===== src/rtl/arith_pkg.sv =====
// Shared types and constants for the handshaked arithmetic responder.
package arith_pkg;

  typedef enum logic [1:0] {
    OP_ADD = 2'd0,
    OP_SUB = 2'd1,
    OP_MUL = 2'd2,
    OP_DIV = 2'd3
  } op_e;

  typedef enum logic [1:0] {
    ST_IDLE = 2'd0,
    ST_DIV  = 2'd1,
    ST_RESP = 2'd2
  } state_e;

  // Divide-by-zero result is all ones; users slice down to their own width.
  localparam int unsigned MAX_WIDTH = 256;
  localparam logic [MAX_WIDTH-1:0] DIV_ZERO_RESULT = '1;

endpackage


===== src/rtl/arith_div_iter.sv =====
// Unsigned restoring divider: one quotient bit per enabled step, WIDTH steps total.
module arith_div_iter #(
  parameter int unsigned WIDTH = 32
) (
  input  logic             clk,
  input  logic             rst,
  input  logic             start,
  input  logic [WIDTH-1:0] dividend,
  input  logic [WIDTH-1:0] divisor,
  input  logic             step,
  output logic             done_c,
  output logic [WIDTH-1:0] quotient_c
);

  localparam int unsigned CNT_W = $clog2(WIDTH) + 1;

  logic [WIDTH-1:0] rem_q;
  logic [WIDTH-1:0] quot_q;
  logic [WIDTH-1:0] dvsr_q;
  logic [CNT_W-1:0] cnt_q;

  logic [WIDTH:0]   partial;
  logic [WIDTH:0]   diff;
  logic [WIDTH-1:0] rem_d;
  logic [WIDTH-1:0] quot_d;

  // Trial subtraction; quot_q doubles as the dividend shift register.
  always_comb begin
    partial = {rem_q, quot_q[WIDTH-1]};
    diff    = partial - {1'b0, dvsr_q};
    rem_d   = diff[WIDTH-1:0];
    quot_d  = {quot_q[WIDTH-2:0], 1'b1};
    if (diff[WIDTH]) begin
      rem_d  = partial[WIDTH-1:0];
      quot_d = {quot_q[WIDTH-2:0], 1'b0};
    end
    done_c     = step && (cnt_q == CNT_W'(WIDTH - 1));
    quotient_c = quot_d;
  end

  always_ff @(posedge clk or negedge rst) begin
    if (!rst) begin
      rem_q  <= '0;
      quot_q <= '0;
      dvsr_q <= '0;
      cnt_q  <= '0;
    end else if (start) begin
      rem_q  <= '0;
      quot_q <= dividend;
      dvsr_q <= divisor;
      cnt_q  <= '0;
    end else if (step) begin
      rem_q  <= rem_d;
      quot_q <= quot_d;
      cnt_q  <= cnt_q + CNT_W'(1);
    end
  end

endmodule


===== src/rtl/arith_seq_alu.sv =====
// Handshaked signed add/sub/mul/div responder; division runs one bit per cycle.
module arith_seq_alu #(
  parameter int unsigned WIDTH = 32
) (
  input  logic             clk,
  input  logic             rst,
  input  logic             req_valid,
  output logic             req_ready,
  input  logic [WIDTH-1:0] a,
  input  logic [WIDTH-1:0] b,
  input  logic [1:0]       sel,
  output logic             resp_valid,
  input  logic             resp_ready,
  output logic [WIDTH-1:0] r,
  output logic             div_by_zero
);

  import arith_pkg::*;

  state_e           state_q, state_d;
  logic [WIDTH-1:0] r_d;
  logic             dbz_d;
  logic             neg_q, neg_d;
  logic             req_ready_d;
  logic             resp_valid_d;

  op_e              op;
  logic [WIDTH-1:0] a_mag;
  logic [WIDTH-1:0] b_mag;
  logic             div_start;
  logic             div_step;
  logic             div_done_c;
  logic [WIDTH-1:0] div_quot_c;

  arith_div_iter #(
    .WIDTH (WIDTH)
  ) u_div (
    .clk        (clk),
    .rst        (rst),
    .start      (div_start),
    .dividend   (a_mag),
    .divisor    (b_mag),
    .step       (div_step),
    .done_c     (div_done_c),
    .quotient_c (div_quot_c)
  );

  // Next-state and next-output logic; every output is registered below.
  always_comb begin
    state_d   = state_q;
    r_d       = r;
    dbz_d     = div_by_zero;
    neg_d     = neg_q;
    div_start = 1'b0;
    div_step  = 1'b0;
    op        = op_e'(sel);
    a_mag     = a[WIDTH-1] ? -a : a;
    b_mag     = b[WIDTH-1] ? -b : b;

    case (state_q)
      ST_IDLE: begin
        if (req_valid) begin
          dbz_d   = 1'b0;
          state_d = ST_RESP;
          case (op)
            OP_ADD: r_d = a + b;
            OP_SUB: r_d = a - b;
            OP_MUL: r_d = a * b;
            OP_DIV: begin
              if (b == '0) begin
                r_d   = DIV_ZERO_RESULT[WIDTH-1:0];
                dbz_d = 1'b1;
              end else begin
                div_start = 1'b1;
                neg_d     = a[WIDTH-1] ^ b[WIDTH-1];
                state_d   = ST_DIV;
              end
            end
            default: r_d = r;
          endcase
        end
      end
      ST_DIV: begin
        div_step = 1'b1;
        if (div_done_c) begin
          r_d     = neg_q ? -div_quot_c : div_quot_c;
          state_d = ST_RESP;
        end
      end
      ST_RESP: begin
        if (resp_ready) state_d = ST_IDLE;
      end
      default: state_d = ST_IDLE;
    endcase

    req_ready_d  = (state_d == ST_IDLE);
    resp_valid_d = (state_d == ST_RESP);
  end

  always_ff @(posedge clk or negedge rst) begin
    if (!rst) begin
      state_q     <= ST_IDLE;
      req_ready   <= 1'b1;
      resp_valid  <= 1'b0;
      r           <= '0;
      div_by_zero <= 1'b0;
      neg_q       <= 1'b0;
    end else begin
      state_q     <= state_d;
      req_ready   <= req_ready_d;
      resp_valid  <= resp_valid_d;
      r           <= r_d;
      div_by_zero <= dbz_d;
      neg_q       <= neg_d;
    end
  end

endmodule

===== config.mk =====
export PLATFORM = sky130hd
export DESIGN_NAME = arith_seq_alu
export DESIGN_NICKNAME = d
export VERILOG_FILES = /design/src/rtl/arith_pkg.sv /design/src/rtl/arith_div_iter.sv /design/src/rtl/arith_seq_alu.sv
export SDC_FILE = /design/constraint.sdc
export NUM_CORES = 2
export LEC_CHECK = 0
export CORE_MARGIN = 2
export CORE_UTILIZATION = 35
export DETAILED_ROUTE_END_ITERATION = 7
export SLEW_MARGIN = 20
export SYNTH_ARGS = -nofsm -noshare
export SYNTH_HDL_FRONTEND = slang
export SYNTH_HIERARCHICAL = 1
export SYNTH_SLANG_ARGS = --single-unit

===== constraint.sdc =====
create_clock -name clk -period 6.69 [get_ports clk]
set_clock_uncertainty 0.1 [all_clocks]
set_input_delay 1.6725 -clock clk [delete_from_list [all_inputs] [get_ports clk]]
set_output_delay 1.6725 -clock clk [all_outputs]
set_load 0.02 [all_outputs]

==> key figures <==
Layout
  – Layout cell share with drive strength beyond 1: 0.191
  – Layout area overhead: 24.9%
  – Layout Nets: 4312
  – Fill cells: 7733
  – Final Core Density: 0.440

Detailed routing
  – Final wirelength: 97400 um
  – Routed length per instance: 20.7 um
  – First-pass iteration count of the detailed router: 5
  – DR vias/cell: 5.21
  – DRC: 0
  – Initial DRC Count: 1896
  – Antenna Nets Post-Route: 0
  – Vias: 24600

Hold path
  – WHS Path Cells: 2
  – Worst hold path type: reg -> reg
  – Min-Delay Endpoint: r[2]
  – Hold wc startpoint: r[2]

Logic synthesis
  – Ys flop type: dfrtp_1
  – Largest cells by area after synthesis: fa_1 29%, dfrtp_1 12%, ha_1 8.5%
  – Commonest cells post-synth: 437 x inv_1, 427 x nand2_1, 410 x fa_1
  – Distinct cell type count after synthesis: 84
  – Most frequent cell after synthesis: inv_1
  – Syn_nets: 3999
  – Synthesized area per cell: 8.49 um2
  – Mapped Cells: 3327
  – Yosys top cell by area: fa_1
  – Share of the synthesized area in the top cell type: 0.290
  – Post-Syn Area: 0.0283 mm2
  – Async S/R FF share, synth: 1.00
  – Seq/Total Area, Yosys: 0.124
  – Number of synthesized flops with an enable pin: 0
  – Synth Warn #: 6
  – Synthesis-stage register bit count: 140

GRT
  – Pin count of the biggest net entering global routing: 93
  – First-pass GRT wire length: 151000 um
  – Initial antenna violation count: 6
  – Gr usage total: 0.239
  – Vias in the first global route: 25300
  – Gr ovfl total: 0

Clocking
  – Clock buffer depth: 2
  – Clock sinks: 140
  – Post-CTS Hold Fix Bufs: 0
  – Worst skew pair latency: 0.44 ns
  – Root buffer cell: clkbuf_16
  – Clock Pin Slew Worst Setup and Hold Paths: 0.06 ns
  – Num CTS Buffers: 17
  – CTS HTree Levels: 4
  – CTS tree: done

Timing
  – Smallest setup slack after layout: -1.37 ns
  – Slew Limit Fails: 0
  – Unrepaired setup endpoints after global routing: true
  – Final Hold Vio Count: 0
  – Upper clock frequency limit: 124 MHz
  – Fin crit period: 8.06 ns
  – Slew margin rel.: 0.346
  – Worst Max-Slew Pin Slew: 0.981 ns
  – Period Utilization, post-route: 1.20
  – Final setup vio count: 23

Worst setup path
  – Startpoint type of the worst setup path: input pin
  – Critical path required time: 6.97 ns
  – Crit. End Element: flop
  – Max FO, Critical Path: 10
  – Worst EP arrival: 8.33 ns
  – R2R depth: 22
  – Reg2reg start: u_div/quot_q[31]
  – R2R Path End: r[30]
  – Most common cell on crit path: fa_1
  – Critical path type: in -> reg
  – Critical Path Max Stage Delay: 0.52 ns
  – Slowest CP cell: fa_2
  – Flop2flop setup slack: 1.35 ns

Place
  – Port Buffers: 104
  – Hpwl dp: 75200 um
  – Routability cong.: 0.925

Floorplan
  – Die ar.: 0.0830 mm2
  – Die Wd: 288 um
  – Core area: 0.0803 mm2
  – Num rows: 104
  – Die height: 288 um
  – Ports: 105
  – Starting Density: 0.352

Run
  – Max cap viols: 0

Status
  – Status: finished, violations left
  – Failing checks: negative setup slack
## worst max-delay path by stage
stage           from    end  slack (ns)  cells past startpoint
4_1_cts         b[5]  r[30]       -1.37                     27
2_1_floorplan   a[8]  r[28]       -1.49                     25
3_3_place_gp   a[13]  r[30]       -2.22                     24
5_1_grt         b[3]  r[28]       -1.62                     25
6_report        b[8]  r[28]       -1.37                     26
3_5_place_dp    a[7]  r[30]       -2.31                     29
## timing repair
item                                    4_1_cts  5_1_grt
gates resized for setup                     281      135
endpoints found under the setup margin       24       23
gates cloned                                 14        0
setup buffers                                51       27
pin swaps                                   114      109
## through the flow
step / setup TNS (ns) / setup slack [ns] / area [um2] / std cells / hold slack, ns
floorplan: -18.35 / -1.49 / 28700 / 3327 / 0.385
global placement: -39.69 / -2.22 / 32800 / 4603 / 0.363
detailed placement: -40.99 / -2.31 / 32800 / 4603 / 0.369
CTS: -19.95 / -1.37 / 34800 / 4696 / 0.383
global route: -25.24 / -1.62 / 35300 / 4712 / 0.409
finish: -21.06 / -1.37 / 35300 / 4716 / 0.375
## sequential cells by signal (all words and copies together), names as in the netlist
name and flops:
u_div/quot_q 32, u_div/dvsr_q 32, resp_valid 1, div_by_zero 1, u_div/cnt_q 6, state_q 2
neg_q 1, u_div/rem_q 32, req_ready 1, r 32
## cell type report
cell class	instances	area, um2	area share
multi-input combinational	2517	23000	0.653
timing repair buffer	527	5160	0.146
tap	1060	1330	0.0376
sequential	140	3500	0.0993
clock inverter	10	139	0.00393
inverter	437	1640	0.0465
antenna	4	10.0	0.000284
clock buffer	21	470	0.0133
## worst max-delay path, delay by kind of cell
kind	cells	cell delay, ns
and+or+nand+nor	3	0.32
buffers and inverters	5	0.75
adders and majority gates	9	3.56
xor gates and xnor gates	1	0.25
AOI/OAI and AO/OA	8	1.78
## layer usage
metal	vias up	global-route usage	wire (um)
met5	-	0	26
met4	4	0.0768	3450
met3	159	0.0422	7910
met2	856	0.384	44200
met1	12200	0.325	41800
li1	11300	-	-
## cell families (layout without fill, tap and decap cells)
| logic type | after synthesis | after routing | share of synthesized area |
|---|---|---|---|
| muxes | 37 | 37 | 0.0132 |
| adders and majority gates | 602 | 602 | 0.376 |
| buffers and inverters | 670 | 995 | 0.0941 |
| DFF | 140 | 140 | 0.124 |
| AOI/OAI and AO/OA | 556 | 556 | 0.127 |
| other | 0 | 4 | 0 |
| xor gates and xnor gates | 255 | 255 | 0.0790 |
| and+or+nand+nor | 1067 | 1067 | 0.187 |
## cells in the final DEF, fill, tap and decap left out, types with 20 or more instances in the layout
| cell type | synthesis | layout |
|---|---|---|
| nand2_1 | 427 | 419 |
| inv_1 | 437 | 416 |
| fa_1 | 410 | 373 |
| buf_4 | 31 | 322 |
| and2_1 | 312 | 279 |
| o21ai_0 | 197 | 175 |
| xnor2_1 | 178 | 167 |
| ha_1 | 192 | 165 |
| dfrtp_1 | 139 | 139 |
| nor2_1 | 124 | 117 |
| a21oi_1 | 97 | 88 |
| xor2_1 | 77 | 76 |
| clkdlybuf4s50_1 | 0 | 57 |
| buf_6 | 2 | 46 |
| nand3_1 | 45 | 43 |
| buf_12 | 0 | 40 |
| fa_2 | 0 | 37 |
| mux2i_1 | 35 | 35 |
| and2_4 | 0 | 33 |
| o31ai_1 | 33 | 33 |
| a21o_1 | 33 | 33 |
| a311oi_1 | 31 | 30 |
| nand2b_1 | 27 | 26 |
| nor3_1 | 28 | 25 |
| ha_4 | 0 | 23 |
| inv_2 | 0 | 20 |
| o21ai_1 | 3 | 20 |
Power is not shown: default switching activity piles up to over one toggle a cycle in this logic, so the estimate is an artifact.
